--- config.mk ---
export PLATFORM = sky130hd
export DESIGN_NAME = gcd_scheduler_flat
export DESIGN_NICKNAME = d
export VERILOG_FILES = /design/src/rtl/gcd_scheduler_if.sv /design/src/rtl/gcd_scheduler.sv /design/src/flat_wrapper.sv
export SDC_FILE = /design/constraint.sdc
export NUM_CORES = 1
export LEC_CHECK = 0
export CAP_MARGIN = 20
export CORE_ASPECT_RATIO = 1.4
export CORE_MARGIN = 2
export CORE_UTILIZATION = 47
export DETAILED_ROUTE_END_ITERATION = 16
export PLACE_DENSITY_LB_ADDON = 0.12
export SYNTH_ARGS = -nofsm -noshare
export SYNTH_HDL_FRONTEND = slang
export SYNTH_SLANG_ARGS = --single-unit
--- constraint.sdc ---
create_clock -name clk -period 5.3 [get_ports clk]
set_input_delay 1.06 -clock clk [delete_from_list [all_inputs] [get_ports clk]]
set_output_delay 1.06 -clock clk [all_outputs]
set_load 0.01 [all_outputs]
--- src/rtl/gcd_scheduler_if.sv ---
// Bundle of requester, datapath-control and response signals around the
// shared GCD scheduler. The scheduler uses the slave view; the surrounding
// system (requesters, datapath, response sink) uses the master view.
interface gcd_scheduler_if #(
  parameter int NREQ  = 4,
  parameter int WIDTH = 16
);
  localparam int ID_W = (NREQ > 1) ? $clog2(NREQ) : 1;

  // Requester side
  logic [NREQ-1:0]       req;
  logic [NREQ*WIDTH-1:0] req_a;
  logic [NREQ*WIDTH-1:0] req_b;
  logic [NREQ-1:0]       gnt;

  // Datapath controller side
  logic                  gcd_start;
  logic [WIDTH-1:0]      gcd_din;
  logic                  gcd_clear;
  logic                  gcd_done;
  logic [WIDTH-1:0]      gcd_result;

  // Response channel
  logic                  rsp_valid;
  logic                  rsp_ready;
  logic [ID_W-1:0]       rsp_id;
  logic [WIDTH-1:0]      rsp_data;
  logic                  rsp_err;

  modport slave (
    input  req, req_a, req_b, gcd_done, gcd_result, rsp_ready,
    output gnt, gcd_start, gcd_din, gcd_clear, rsp_valid, rsp_id, rsp_data, rsp_err
  );

  modport master (
    output req, req_a, req_b, gcd_done, gcd_result, rsp_ready,
    input  gnt, gcd_start, gcd_din, gcd_clear, rsp_valid, rsp_id, rsp_data, rsp_err
  );
endinterface

--- src/rtl/gcd_scheduler.sv ---
// gcd_scheduler: round-robin front end that shares one GCD datapath among
// NREQ requesters. Zero operands are answered without touching the datapath,
// and a watchdog aborts a job that stays in BUSY for TIMEOUT cycles.
// Every output comes straight from a flop.
module gcd_scheduler #(
  parameter int NREQ    = 4,
  parameter int WIDTH   = 16,
  parameter int TIMEOUT = 1024
) (
  input  logic           clk,
  input  logic           rst,
  gcd_scheduler_if.slave bus
);
  localparam int ID_W = (NREQ > 1) ? $clog2(NREQ) : 1;
  localparam int TW   = $clog2(TIMEOUT);

  typedef enum logic [2:0] {
    IDLE,
    ISSUE,
    LOAD_B,
    BUSY,
    RESP
  } state_e;

  state_e           state_q,  state_d;
  logic [ID_W-1:0]  last_q,   last_d;
  logic [ID_W-1:0]  win_q,    win_d;
  logic [WIDTH-1:0] a_q,      a_d;
  logic [WIDTH-1:0] b_q,      b_d;
  logic [TW-1:0]    timer_q,  timer_d;
  logic [NREQ-1:0]  gnt_q,    gnt_d;
  logic             start_q,  start_d;
  logic [WIDTH-1:0] din_q,    din_d;
  logic             clear_q,  clear_d;
  logic             valid_q,  valid_d;
  logic [ID_W-1:0]  id_q,     id_d;
  logic [WIDTH-1:0] data_q,   data_d;
  logic             err_q,    err_d;

  // Per-requester operand views of the flat operand buses
  logic [WIDTH-1:0] op_a [NREQ];
  logic [WIDTH-1:0] op_b [NREQ];

  // Round-robin pick
  logic             pick_found;
  logic [ID_W-1:0]  pick_idx;
  logic [ID_W-1:0]  cand;

  // Slice the flat operand buses into one word per requester
  always_comb begin
    for (int i = 0; i < NREQ; i++) begin
      op_a[i] = bus.req_a[i*WIDTH +: WIDTH];
      op_b[i] = bus.req_b[i*WIDTH +: WIDTH];
    end
  end

  // First requesting index after the last winner, wrapping modulo NREQ
  always_comb begin
    pick_found = 1'b0;
    pick_idx   = '0;
    cand       = '0;
    for (int k = 1; k <= NREQ; k++) begin
      cand = ID_W'((int'(last_q) + k) % NREQ);
      if (!pick_found && bus.req[cand]) begin
        pick_found = 1'b1;
        pick_idx   = cand;
      end
    end
  end

  // Next-state and registered-output logic
  always_comb begin
    // NOTE: every variable gets a default here first so no path can leave one
    // unassigned (which would infer a latch); the three pulse outputs default
    // to 0, which is what keeps them to a single cycle.
    state_d = state_q;
    last_d  = last_q;
    win_d   = win_q;
    a_d     = a_q;
    b_d     = b_q;
    timer_d = timer_q;
    gnt_d   = '0;
    start_d = 1'b0;
    din_d   = din_q;
    clear_d = 1'b0;
    valid_d = valid_q;
    id_d    = id_q;
    data_d  = data_q;
    err_d   = err_q;

    unique case (state_q)
      IDLE: begin
        if (pick_found) begin
          win_d   = pick_idx;
          last_d  = pick_idx;
          a_d     = op_a[pick_idx];
          b_d     = op_b[pick_idx];
          state_d = ISSUE;
        end
      end

      ISSUE: begin
        gnt_d[win_q] = 1'b1;
        if (a_q == '0 || b_q == '0) begin
          // gcd(x,0) = x and gcd(0,0) = 0, so OR gives the answer directly
          data_d  = a_q | b_q;
          err_d   = 1'b0;
          id_d    = win_q;
          state_d = RESP;
        end else begin
          start_d = 1'b1;
          din_d   = a_q;
          state_d = LOAD_B;
        end
      end

      LOAD_B: begin
        din_d   = b_q;
        timer_d = '0;
        state_d = BUSY;
      end

      BUSY: begin
        timer_d = timer_q + 1'b1;
        // done is checked first so a finish on the last allowed cycle counts
        if (bus.gcd_done) begin
          data_d  = bus.gcd_result;
          err_d   = 1'b0;
          id_d    = win_q;
          clear_d = 1'b1;
          state_d = RESP;
        end else if (timer_q == TW'(TIMEOUT - 1)) begin
          data_d  = '0;
          err_d   = 1'b1;
          id_d    = win_q;
          clear_d = 1'b1;
          state_d = RESP;
        end
      end

      RESP: begin
        if (valid_q && bus.rsp_ready) begin
          valid_d = 1'b0;
          state_d = IDLE;
        end else begin
          valid_d = 1'b1;
        end
      end

      default: state_d = IDLE;
    endcase
  end

  // State and output registers, synchronous reset
  always_ff @(posedge clk) begin
    if (rst) begin
      state_q <= IDLE;
      last_q  <= ID_W'(NREQ - 1);
      win_q   <= '0;
      a_q     <= '0;
      b_q     <= '0;
      timer_q <= '0;
      gnt_q   <= '0;
      start_q <= 1'b0;
      din_q   <= '0;
      clear_q <= 1'b0;
      valid_q <= 1'b0;
      id_q    <= '0;
      data_q  <= '0;
      err_q   <= 1'b0;
    end else begin
      // NOTE: non-blocking assignments so every flop samples the values from
      // before this edge, independent of statement order.
      state_q <= state_d;
      last_q  <= last_d;
      win_q   <= win_d;
      a_q     <= a_d;
      b_q     <= b_d;
      timer_q <= timer_d;
      gnt_q   <= gnt_d;
      start_q <= start_d;
      din_q   <= din_d;
      clear_q <= clear_d;
      valid_q <= valid_d;
      id_q    <= id_d;
      data_q  <= data_d;
      err_q   <= err_d;
    end
  end

  assign bus.gnt       = gnt_q;
  assign bus.gcd_start = start_q;
  assign bus.gcd_din   = din_q;
  assign bus.gcd_clear = clear_q;
  assign bus.rsp_valid = valid_q;
  assign bus.rsp_id    = id_q;
  assign bus.rsp_data  = data_q;
  assign bus.rsp_err   = err_q;

endmodule

--- src/flat_wrapper.sv ---
// flat-port wrapper written by rule: the top's interface ports become plain ports
module gcd_scheduler_flat 
#(
  parameter int NREQ    = 4,
  parameter int WIDTH   = 16,
  parameter int TIMEOUT = 1024
)
  (clk, rst, bus_req, bus_req_a, bus_req_b, bus_gcd_done, bus_gcd_result, bus_rsp_ready, bus_gnt, bus_gcd_start, bus_gcd_din, bus_gcd_clear, bus_rsp_valid, bus_rsp_id, bus_rsp_data, bus_rsp_err);
  gcd_scheduler_if #(.NREQ(NREQ), .WIDTH(WIDTH)) bus_i ();
  input  logic clk;
  input  logic rst;
  input wire logic [$bits(bus_i.req)-1:0] bus_req;
  input wire logic [$bits(bus_i.req_a)-1:0] bus_req_a;
  input wire logic [$bits(bus_i.req_b)-1:0] bus_req_b;
  input wire logic [$bits(bus_i.gcd_done)-1:0] bus_gcd_done;
  input wire logic [$bits(bus_i.gcd_result)-1:0] bus_gcd_result;
  input wire logic [$bits(bus_i.rsp_ready)-1:0] bus_rsp_ready;
  output wire logic [$bits(bus_i.gnt)-1:0] bus_gnt;
  output wire logic [$bits(bus_i.gcd_start)-1:0] bus_gcd_start;
  output wire logic [$bits(bus_i.gcd_din)-1:0] bus_gcd_din;
  output wire logic [$bits(bus_i.gcd_clear)-1:0] bus_gcd_clear;
  output wire logic [$bits(bus_i.rsp_valid)-1:0] bus_rsp_valid;
  output wire logic [$bits(bus_i.rsp_id)-1:0] bus_rsp_id;
  output wire logic [$bits(bus_i.rsp_data)-1:0] bus_rsp_data;
  output wire logic [$bits(bus_i.rsp_err)-1:0] bus_rsp_err;
  assign bus_i.req = bus_req;
  assign bus_i.req_a = bus_req_a;
  assign bus_i.req_b = bus_req_b;
  assign bus_i.gcd_done = bus_gcd_done;
  assign bus_i.gcd_result = bus_gcd_result;
  assign bus_i.rsp_ready = bus_rsp_ready;
  assign bus_gnt = bus_i.gnt;
  assign bus_gcd_start = bus_i.gcd_start;
  assign bus_gcd_din = bus_i.gcd_din;
  assign bus_gcd_clear = bus_i.gcd_clear;
  assign bus_rsp_valid = bus_i.rsp_valid;
  assign bus_rsp_id = bus_i.rsp_id;
  assign bus_rsp_data = bus_i.rsp_data;
  assign bus_rsp_err = bus_i.rsp_err;
  gcd_scheduler #(.NREQ(NREQ), .WIDTH(WIDTH), .TIMEOUT(TIMEOUT)) u_core (.clk(clk), .rst(rst), .bus(bus_i));
endmodule
# Word level (Yosys, flattened, before mapping)
# Index checks and enable logic that the tools add are counted.
[totals]
register_bits = 91
out_inout_bits = 42
[classes]
addsub = 5
magnitude_cmp = 7
n_eq_ne = 10
mux = 49
bitwise = 4
reduce_logical = 21
[ops]
columns = ["op", "count"]
rows = [
  ["$mux W16", 8],
  ["$bmux W16 S2", 2],
  ["$pmux W16 S2", 2],
  ["$logic_not A16 Y1", 2],
  ["$pmux W10 S2", 1],
  ["$mux W1", 16],
  ["$or A16 B16 Y16", 1],
  ["$lt A2 B3 Y1 const B", 5],
  ["$mux W3", 5],
  ["$pmux W3 S5", 1],
  ["$mux W2", 7],
  ["$add A10 B1 Y10 const B", 1],
  ["$eq A10 B10 Y1 const B", 1],
  ["$bmux W1 S2", 4],
  ["$eq A3 B2 Y1 const B", 2],
  ["$ne A2 B1 Y1 const B", 3],
  ["$reduce_and A3 Y1", 2],
  ["$reduce_bool A2 Y1", 3],
  ["$logic_and A1 B1 Y1", 5],
  ["$add A2 B1 Y2 const B", 2],
  ["$add A2 B2 Y2 const B", 2],
  ["$pmux W2 S2", 1],
  ["$reduce_and A2 Y1", 2],
  ["$reduce_or A2 Y1", 2],
  ["other kinds (13)", 16],
]

# Longest topological paths before layout
[depth]
word_depth = 17
mapped_depth = 8

# Worst setup path after synthesis
# Ideal clock, no wire load.
[synth_path]
path_kind = "input to register"
start = "in bus_req[1]"
end = "reg u_core.b_q[4]"
setup_time_ns = 0.133
arrival_time_ns = 2.286
slack_ns = 2.881
path_stages = 7
path_buffers = 2
path_cell_list = "nor2b_1 -> a21oi_1 -> o221ai_1 -> buf_4 -> buf_2 -> mux2i_1 -> o221ai_2"
[synth_via]
elab_chain_len = 16
elab_cells_between_ends = 27
cone_classes = "mux: 19; bitwise: 1; reduce/logical: 7"
[synth_lines]
columns = ["element", "line_no", "source"]
rows = [
  ["start, declared", "flat_wrapper.sv:12", "input wire logic [$bits(bus_i.req)-1:0] bus_req;"],
  ["$bmux W1 S2", "gcd_scheduler.sv:64", "if (!pick_found && bus.req[cand]) begin"],
  ["$mux W1 (implied by the code)", "gcd_scheduler.sv:64", ""],
  ["$mux W1", "gcd_scheduler.sv:64", ""],
  ["$logic_not A1 Y1", "gcd_scheduler.sv:64", ""],
  ["$logic_and A1 B1 Y1", "gcd_scheduler.sv:64", ""],
  ["$mux W1", "gcd_scheduler.sv:64", ""],
  ["$logic_not A1 Y1", "gcd_scheduler.sv:64", ""],
  ["$logic_and A1 B1 Y1", "gcd_scheduler.sv:64", ""],
  ["$mux W1", "gcd_scheduler.sv:64", ""],
  ["$logic_not A1 Y1", "gcd_scheduler.sv:64", ""],
  ["$logic_and A1 B1 Y1", "gcd_scheduler.sv:64", ""],
  ["$mux W2", "gcd_scheduler.sv:64", ""],
  ["$not A2 Y3 (implied by the code)", "gcd_scheduler.sv:97", "b_d = op_b[pick_idx];"],
  ["$bmux W16 S2", "gcd_scheduler.sv:97", ""],
  ["$mux W16 (implied by the code) (2 in series)", "gcd_scheduler.sv:97", ""],
  ["end signal, assigned", "gcd_scheduler.sv:161", "b_q <= '0;"],
  ["end signal, assigned", "gcd_scheduler.sv:178", "b_q <= b_d;"],
  ["end, declared", "gcd_scheduler.sv:29", "logic [WIDTH-1:0] b_q, b_d;"],
]
# Parallel ways exist; a longest one is shown, timed or not. The select of a mux whose other input is x is not followed.
# A chain may end at the register's enable or synchronous reset.

# Worst setup path after layout
[layout_path]
start = "in bus_req[2]"
end = "reg u_core.a_q[9]"
[layout_via]
elab_chain_len = 16
elab_cells_between_ends = 27
cone_classes = "mux: 19; bitwise: 1; reduce/logical: 7"
[layout_lines]
columns = ["element", "line_no", "source"]
rows = [
  ["$bmux W1 S2", "gcd_scheduler.sv:64", ""],
  ["$mux W1 (implied by the code)", "gcd_scheduler.sv:64", ""],
  ["$mux W1", "gcd_scheduler.sv:64", ""],
  ["$logic_not A1 Y1", "gcd_scheduler.sv:64", ""],
  ["$logic_and A1 B1 Y1", "gcd_scheduler.sv:64", ""],
  ["$mux W1", "gcd_scheduler.sv:64", ""],
  ["$logic_not A1 Y1", "gcd_scheduler.sv:64", ""],
  ["$logic_and A1 B1 Y1", "gcd_scheduler.sv:64", ""],
  ["$mux W1", "gcd_scheduler.sv:64", ""],
  ["$logic_not A1 Y1", "gcd_scheduler.sv:64", ""],
  ["$logic_and A1 B1 Y1", "gcd_scheduler.sv:64", ""],
  ["$mux W2", "gcd_scheduler.sv:64", ""],
  ["$not A2 Y3 (implied by the code)", "gcd_scheduler.sv:96", "a_d = op_a[pick_idx];"],
  ["$bmux W16 S2", "gcd_scheduler.sv:96", ""],
  ["$mux W16 (implied by the code) (2 in series)", "gcd_scheduler.sv:96", ""],
  ["end signal, assigned", "gcd_scheduler.sv:160", "a_q <= '0;"],
  ["end signal, assigned", "gcd_scheduler.sv:177", "a_q <= a_d;"],
  ["end, declared", "gcd_scheduler.sv:28", "logic [WIDTH-1:0] a_q, a_d;"],
]
# Parallel ways exist; a longest one is shown, timed or not. The select of a mux whose other input is x is not followed.

==> out/qor.yml <==
grt_pass1_wl_mm: 23.0
viasPerCell: 5.88
yosys_warnings: 0
boundaryPins: 194
postCtsSetupBuffers: 0
drt-initial-drc-count: 348
num_vias: 4976
yosys_register_bits: 91
path_max_fanout: 40
grt_pass1_vias: 4699
initial_core_util: 0.484
relSlewSlack: 0.286
worst_ep_required_time_ps: 5460
dieHeight_um: 123
fin_crit_sh: 0.646
grt_use_total: 0.272
cts_made_buffers: 9
final_cells: 846
dp.cells: 829
wirelength_mm: 15.1
finClkSkew_ps: 11.3
clock_sinks: 91
hold_class: "flop to flop"
clock.fmax_ghz: 0.292
cp.arrival_ps: 3580
setup_viol: 0
die-width_um: 89.3
core_region_area_um2: 9900
ys_types: 46
synth-async-reset-ratio: 0
clkTransAtPathRegs_ps: 70
cts-root-buf: "clkbuf_16"
area_growth_pct: 47.0
path_class: "input pin to flop"
ys.flop_type: "dfxtp_1"
num_rows: 43
postCtsHoldBufs: 0
outcome: "completed"
h-tree-depth: 3
globalplace.congestion: 0.855
clk_latency_ps: 340
drive_gt1_frac: 0.0647
rsz0062_at_grt: "false"
portBuffers: 193
dr.pass1.iters: 7
grt_overflow: 0
diodes: 0
num-nets-final: 859
critPathLaunchType: "input pin"
synth_seq_area_share: 0.380
setup_slack_ps: 1880
synth_edf_count: 0
tightest_slew_ps: 1070
cellLeakagePower_nw: 2.60
peakVddDrop_v: 0.000222
hpwl_mm: 11.3
netlist_instances: 544
cts_tree: "built"
clockBufferDepth: 2
pre_cts_ws_ps: 1500
synth_area_per_cell_um2: 8.80
grt_max_degree: 74
cts-resized-gates: 0
cp-end-kind: "flop"
whs_ps: 475
drv_slew: 0
syn_nets: 697
ant_nets: 0
power_density_nw_per_um2: 475
synth_area_um2: 4790
drv_cap: 0
min_period_ps: 3420
antenna_found_initial: 0
wl_per_cell_um: 17.8
hold_violations: 0
dieArea_um2: 11000
final_core_util: 0.711
drc: 0
setup_tns_ps: 0
layer usage:
layer / part of all wire / vias to the layer above / GRT usage
met3: 0.074 / 56 / 0.0461
met4: 0.040 / 0 / 0.125
met5: 0 / - / 0
met2: 0.53 / 280 / 0.493
li1: - / 2377 / -
met1: 0.36 / 2263 / 0.302
critical path, stage by stage:
cell             delay [ps]
clkdlybuf4s50_1         480
nor4_1                  420
or4_4                   470
nor2_1                   80
nand2_1                 790
o221ai_1                260
metrics by stage:
step / total power, mW / cell area, um^2
2_1_floorplan: 2.08 / 4790
6_report: 3.35 / 7040
3_5_place_dp: 2.68 / 6720
3_3_place_gp: 2.64 / 6720
4_1_cts: 3.31 / 7020
5_1_grt: 3.52 / 7040
Yosys cell counts (3+ instances only):
cell type  instances  area, um^2
buf_1              3        11.3
nor2b_1            4        25.0
clkbuf_1          28         105
buf_2              9        45.0
a21oi_1           30         150
nor2_1            49         184
a31oi_1            3        18.8
a311oi_1           3        26.3
nor4_1            10        62.6
inv_1              3        11.3
nand2_1           19        71.3
o221a_2           15         169
buf_6              4        45.0
dfxtp_1           91        1820
nand3b_1          34         255
nand3_1           41         205
a211oi_1           3        22.5
nand2b_1          20         125
o21ai_0           41         205
nor3_1             5        25.0
o221ai_1          31         272
nand4_1            4        25.0
mux2i_1           66         661
flip-flops by register name (all words and copies together), names as in the netlist, 3 cells and up:
signal / count
u_core.a_q: 16
u_core.b_q: 16
u_core.bus.gcd_din: 16
u_core.bus.rsp_data: 16
u_core.timer_q: 10
u_core.bus.gnt: 4
u_core.state_q: 3
path summary, 6_finish.rpt:
path / cells after the start / start / slack [ps] / endpoint
min reg2reg: 2 / u_core.bus.rsp_data[2] / 470 / u_core.bus.rsp_data[2]
max reg2reg: 4 / u_core.state_q[2] / 2710 / u_core.a_q[9]
min: 2 / u_core.bus.rsp_data[2] / 470 / u_core.bus.rsp_data[2]
max: 6 / bus_req[2] / 1880 / u_core.a_q[9]
report_power, final:
group	internal [mW]	total (mW)	switching, mW
registers	0.926	1.20	0.279
logic	0.702	1.50	0.801
clock network	0.364	0.637	0.274
total	1.99	3.35	1.35
layout by cell type, fill, tap and decap left out, types with 5 or more instances in the layout:
cell type        netlist  final
clkdlybuf4s50_1        0    192
o21ai_0               41     41
nand2_1               19     19
mux2i_1               66     66
nor4_1                10     10
dfxtp_1               91     91
o221ai_1              31     30
nand3_1               41     41
nor2_1                49     49
o221a_2               15     15
clkbuf_16              0      9
nand2b_1              20     20
a21oi_1               30     30
nor3_1                 5      5
nand3b_1              34     34
kinds of logic (layout without fill, tap and decap cells):
group,after synthesis,in the layout,synth area share
fa+ha+maj,1,1,0.00261
flops,91,91,0.380
simple gates,200,200,0.228
mux,67,67,0.140
buf+inv,50,217,0.0491
compound gates,135,135,0.200
area by class of cell:
class                      count  area, um^2
timing repair buffer         198        2000
fill                         787        2860
clock buffer                   9         225
sequential                    91        1820
clock inverter                 7        68.8
multi-input combinational    403        2750
inverter                       3        11.3
tap                          135         169
No activity file was read; power rests on OpenSTA's default activity.
